File: src/rtl/dl_mem_writer.sv
// Download write stage: buffers byte strobes in a FIFO, commits them through a req/ack memory port,
// then holds the CPU and issues a post-load cold reset. Optional byte checksum under DL_CHECKSUM_EN.
module dl_mem_writer #(
    parameter int DEPTH     = 8,
    parameter int RESET_LEN = 16
) (
    input  logic        clk,
    input  logic        reset,
    input  logic        dl_wr,
    input  logic [24:0] dl_addr,
    input  logic [7:0]  dl_data,
    input  logic        dl_downloading,
    input  logic [4:0]  dl_index,
    output logic        mem_req,
    output logic [24:0] mem_addr,
    output logic [7:0]  mem_din,
    input  logic        mem_ack,
    output logic        cpu_hold,
    output logic        dl_done,
    output logic [4:0]  done_index,
    output logic        cold_reset,
    output logic        overflow
`ifdef DL_CHECKSUM_EN
   ,output logic [15:0] checksum
`endif
);

    localparam int PW = $clog2(DEPTH);
    localparam int CW = PW + 1;
    localparam int RW = $clog2(RESET_LEN + 1);

    typedef enum logic [1:0] {S_IDLE, S_REQ, S_GAP} state_t;

    state_t          r_state, w_state_next;
    logic [1:0]      r_sync;
    logic            w_dls, w_dls_rise, w_dls_fall;
    logic [32:0]     r_fifo [DEPTH];
    logic [PW-1:0]   r_wptr, r_rptr;
    logic [CW-1:0]   r_count;
    logic            w_empty, w_full, w_push, w_pop, w_busy;
    logic [24:0]     r_mem_addr;
    logic [7:0]      r_mem_din;
    logic            r_pending, r_dl_done, r_overflow;
    logic [4:0]      r_done_index;
    logic [RW-1:0]   r_rst_cnt;

    // Edges are taken across the second sync stage so pending arms on the same edge dls falls.
    assign w_dls      = r_sync[1];
    assign w_dls_rise =  r_sync[0] & ~r_sync[1];
    assign w_dls_fall = ~r_sync[0] &  r_sync[1];

    assign w_empty = (r_count == '0);
    assign w_full  = (r_count == CW'(DEPTH));
    assign w_push  = dl_wr & (~w_full | w_pop);
    assign w_busy  = (r_state != S_IDLE) | ~w_empty;

    always_ff @(posedge clk) begin
        if (w_push)
            r_fifo[r_wptr] <= {dl_addr, dl_data};
    end

    always_ff @(posedge clk) begin
        if (reset) begin
            r_sync     <= '0;
            r_wptr     <= '0;
            r_rptr     <= '0;
            r_count    <= '0;
            r_state    <= S_IDLE;
            r_mem_addr <= '0;
            r_mem_din  <= '0;
        end else begin
            r_sync  <= {r_sync[0], dl_downloading};
            r_state <= w_state_next;
            if (w_push)
                r_wptr <= r_wptr + 1'b1;
            if (w_pop) begin
                r_rptr                  <= r_rptr + 1'b1;
                {r_mem_addr, r_mem_din} <= r_fifo[r_rptr];
            end
            case ({w_push, w_pop})
                2'b10:   r_count <= r_count + 1'b1;
                2'b01:   r_count <= r_count - 1'b1;
                default: r_count <= r_count;
            endcase
        end
    end

    always_comb begin
        w_state_next = r_state;
        w_pop        = 1'b0;
        case (r_state)
            S_IDLE: if (!w_empty) begin
                w_pop        = 1'b1;
                w_state_next = S_REQ;
            end
            S_REQ:   if (mem_ack) w_state_next = S_GAP;
            S_GAP:   w_state_next = S_IDLE;
            default: w_state_next = S_IDLE;
        endcase
    end

    always_ff @(posedge clk) begin
        if (reset) begin
            r_pending    <= 1'b0;
            r_dl_done    <= 1'b0;
            r_rst_cnt    <= '0;
            r_done_index <= '0;
            r_overflow   <= 1'b0;
        end else begin
            r_dl_done <= 1'b0;
            if (r_rst_cnt != '0)
                r_rst_cnt <= r_rst_cnt - 1'b1;
            if (w_dls_fall)
                r_pending <= 1'b1;
            if (r_pending && !w_busy) begin
                r_dl_done <= 1'b1;
                r_rst_cnt <= RW'(RESET_LEN);
                r_pending <= 1'b0;
            end
            // A new download start overrides any completion in flight.
            if (w_dls_rise) begin
                r_pending    <= 1'b0;
                r_rst_cnt    <= '0;
                r_done_index <= dl_index;
                r_overflow   <= 1'b0;
            end
            if (dl_wr && !w_push)
                r_overflow <= 1'b1;
        end
    end

`ifdef DL_CHECKSUM_EN
    logic [15:0] r_checksum;

    always_ff @(posedge clk) begin
        if (reset)
            r_checksum <= '0;
        else
            r_checksum <= (w_dls_rise ? 16'h0000 : r_checksum) + (w_push ? {8'h00, dl_data} : 16'h0000);
    end

    assign checksum = r_checksum;
`endif

    assign mem_req    = (r_state == S_REQ);
    assign mem_addr   = r_mem_addr;
    assign mem_din    = r_mem_din;
    assign dl_done    = r_dl_done;
    assign done_index = r_done_index;
    assign cold_reset = (r_rst_cnt != '0);
    assign overflow   = r_overflow;
    assign cpu_hold   = w_dls | w_busy | r_pending | cold_reset;

endmodule
File: config.mk
export PLATFORM = sky130hd
export DESIGN_NAME = dl_mem_writer
export DESIGN_NICKNAME = d
export VERILOG_FILES = /design/src/rtl/dl_mem_writer.sv
export SDC_FILE = /design/constraint.sdc
export NUM_CORES = 1
export LEC_CHECK = 0
export CAP_MARGIN = 25
export CELL_PAD_IN_SITES_DETAIL_PLACEMENT = 1
export CELL_PAD_IN_SITES_GLOBAL_PLACEMENT = 1
export CORE_ASPECT_RATIO = 0.5
export CORE_MARGIN = 2
export CORE_UTILIZATION = 30
export DETAILED_ROUTE_END_ITERATION = 16
export PLACE_DENSITY_LB_ADDON = 0.1
export SLEW_MARGIN = 20
export SYNTH_ARGS = -nofsm -noshare
export SYNTH_HDL_FRONTEND = slang
export SYNTH_SLANG_ARGS = --single-unit
File: constraint.sdc
create_clock -name clk -period 6.4 [get_ports clk]
set_input_delay 1.6 -clock clk [delete_from_list [all_inputs] [get_ports clk]]
set_output_delay 1.6 -clock clk [all_outputs]
set_load 0.02 [all_outputs]
==> impl_metrics.csv <==
group,metric,value,unit
power,power.ir.vdd_worst,0.229,mV
power,netSwitchingFraction,30.9,%
clock_tree,cts_tree,"done",
synthesis,post_synth_edffs,264,
worst_setup_path,timing.reg2reg.setup_slack,3.68,ns
detailed_routing,drc,0,
synthesis,post_synth_inst_count,665,
die,design.die.area,0.0428,mm^2
power,power_frac_clock,29.8,%
finish,final_common_cell,"edfxtp_1",
worst_setup_path,critical_path.startpoint_type,"flip-flop",
finish,area_growth_syn_to_layout,20.7,%
outcome,status,"completed",
clock_tree,post_cts.resized_instances,0,
sta,skew,0.0113,ns
detailed_routing,postRouteAntennaNets,0,
clock_tree,clock_latency_late_sink,0.59,ns
flow_run,drv_cap,0,
worst_setup_path,worst_setup_path_end_kind,"output port",
synthesis,count_of_yosys_warnings_during_synthesis,0,
clock_tree,cts_buffers,31,
sta,tightestPinTransition,0.960,ns
sta,slew-limit-headroom,36.0,%
sta,final-hold-violation-count,0,
global_routing,antenna_violations_before_repair,0,
die,horizontal_die_dimension,290,um
power,cell_internal_pwr,4.32,mW
worst_setup_path,path_class,"flip-flop to output port",
finish,final.fill_count,4030,
global_routing,grt_max_degree,62,
placement,hpwl,15700,um
detailed_routing,detail_route.iter0.violations,396,
power,p_per_area,421,mW/mm^2
global_routing,grt.total_usage,13.6,%
min_path,min-delay-path-class,"flip-flop to flip-flop",
synthesis,syn_nets,714,
worst_setup_path,timing.critical_path.fanout_max,6,
finish,commonest_cells_after_routing_fill_and_taps_aside,"264 x edfxtp_1, 84 x clkdlybuf4s50_1, 66 x mux4_2, 58 x dfxtp_1, 52 x nor2_1",
sta,finalSetupTns,0,ns
die,pin_count,86,
sta,fin_worst_hold_slack,0.455,ns
placement,io_buffers,85,
synthesis,yosys.cell_types.count,45,
power,switchingPower,1.93,mW
sta,achievable_clock_frequency,232,MHz
placement,detailedPlace.worstSlack,1.97,ns
sta,drv_slew,0,
sta,setup_viol,0,
clock_tree,cts-root-buf,"clkbuf_16",
worst_setup_path,required,4.80,ns
die,initial_utilization,30.4,%
clock_tree,cts_hold_repair.buffers,0,
synthesis,synth_sequential_area_ratio,74.2,%
clock_tree,clock_sink_count,324,
clock_tree,post-cts-setup-buffers,0,
power,leakagePower,4.70,nW
min_path,whs_path_depth,2,
worst_setup_path,worstPathArrival,2.70,ns
synthesis,syn_area,0.0123,mm^2
placement,gp_congestion,0.703,
synthesis,synth-seq-cells,324,
die,die_h,147,um
synthesis,synth_async_sr_flop_share,0,%
clock_tree,path_clk_slew,0.06,ns
power,p_seq_share,42.1,%
finish,final_net_count,811,
detailed_routing,drt_first_pass_iters,4,
detailed_routing,avgRoutedWirePerCell,21.4,um
sta,worst_slack,2.10,ns
sta,timing.final.crit_share,67.2,%
global_routing,global_route_wire_length_before_repair,44000,um
synthesis,synth.avg_cell_area,18.5,um^2
worst_setup_path,worstRegToRegCells,4,
clock_tree,clock_tree.buffer_depth,3,
detailed_routing,detailroute.via_count,6325,
finish,diodes,0,
synthesis,ys_dominant_reg_cell,"edfxtp_1",
power,share_comb_of_total_power,28.1,%
detailed_routing,detail_route.vias_per_cell,4.77,
die,placeableCoreArea,0.0405,mm^2
finish,layout-drive-gt1-share,22.2,%
sta,layout_min_cycle_time,4.30,ns
sta,rsz0062_at_grt,"no",
clock_tree,ctsHtreeMaxLevel,1,
detailed_routing,wl,28400,um
global_routing,globalRouteOverflowTotal,0,
global_routing,grt_pass1_vias,6845,
die,placement_rows,52,
[cell usage after synthesis (all sizes together) (2+ instances only)]
cell    number  area, um^2
xnor2        4        35.0
edfxtp     264        7930
nand2       17        63.8
mux4        66        1490
a31oi        2        12.5
or3          3        18.8
o22ai       34         213
a21o         3        22.5
or4          2        15.0
o211ai       2        15.0
buf         19         131
o21bai       2        15.0
ha           5        62.6
a211oi       2        15.0
nand3        8        65.1
o21ai        9        45.0
dfxtp       60        1200
inv          7        26.3
xor2         3        26.3
nor3        40         355
clkbuf      17        63.8
nor2        55         206
nand2b       5        31.3
a21oi       14        70.1
nor4         3        18.8
nor2b        6        37.5
[layer usage]
| metal | up-vias | track usage (%) | share of wire [%] |
|---|---|---|---|
| li1 | 2848 | - | - |
| met1 | 3367 | 19.6 | 49 |
| met2 | 75 | 21.5 | 46 |
| met3 | 35 | 2.56 | 3.1 |
| met4 | 0 | 2.77 | 1.6 |
| met5 | - | 0 | 0 |
[flip-flops by register name, indices dropped and copies added, names as in the netlist]
name	cells
r_rst_cnt	5
r_wptr	3
r_rptr	3
r_count	4
r_state	2
mem_din	8
r_fifo	264
mem_addr	25
r_sync	2
done_index	5
dl_done	1
r_pending	1
overflow	1
[cells by family after synthesis]
group | synth area share, %
compound gates | 3.68
xor+xnor | 0.498
fa+ha+maj | 0.671
buf+inv | 1.80
flops | 74.2
mux | 12.2
simple gates | 6.93
[path summary, 6_finish.rpt]
path,start,end
worst max-delay path,r_rst_cnt[0],cpu_hold
worst min-delay path,done_index[0],done_index[0]
worst max register to register,r_rptr[0],mem_addr[7]
worst min register to register,done_index[0],done_index[0]
[power by group through the flow]
stage	Clock (mW)	Combinational (mW)	Sequential [mW]
after detailed placement	0	1.78	2.68
after global routing	2.00	1.94	2.67
final	1.86	1.76	2.63
after CTS	1.92	1.79	2.64
after floorplan	0	1.16	2.69
after global placement	0	1.76	2.68
[stage by stage]
step                      area [um^2]  util [%]  power (mW)  std cells
after floorplan                 12300         -        3.85        665
after global placement          13800      34.1        4.44       1267
after detailed placement        13800      34.1        4.46       1267
after CTS                       14800      36.6        6.35       1325
after global routing            14900      36.7        6.60       1327
final                           14900      36.7        6.25       1327
[layout make-up]
cell class,count,area (um^2),share of cell area [%]
flip-flops and latches,324,9140,61.5
multi-input cells,298,3010,20.3
repair buffers,100,978,6.59
clock buffers,46,902,6.07
well taps,540,676,4.55
clock inverters,12,125,0.842
inverters,7,26.3,0.177
[critical path, stage by stage, from the launching register on]
cell and delay, ns:
dfxtp_1 0.33, inv_1 0.06, ha_1 0.16, nand2b_1 0.09, or3_1 0.43, or4_1 0.50
clkdlybuf4s50_1 0.56
Note: power is estimated with default switching activity, not from simulation.
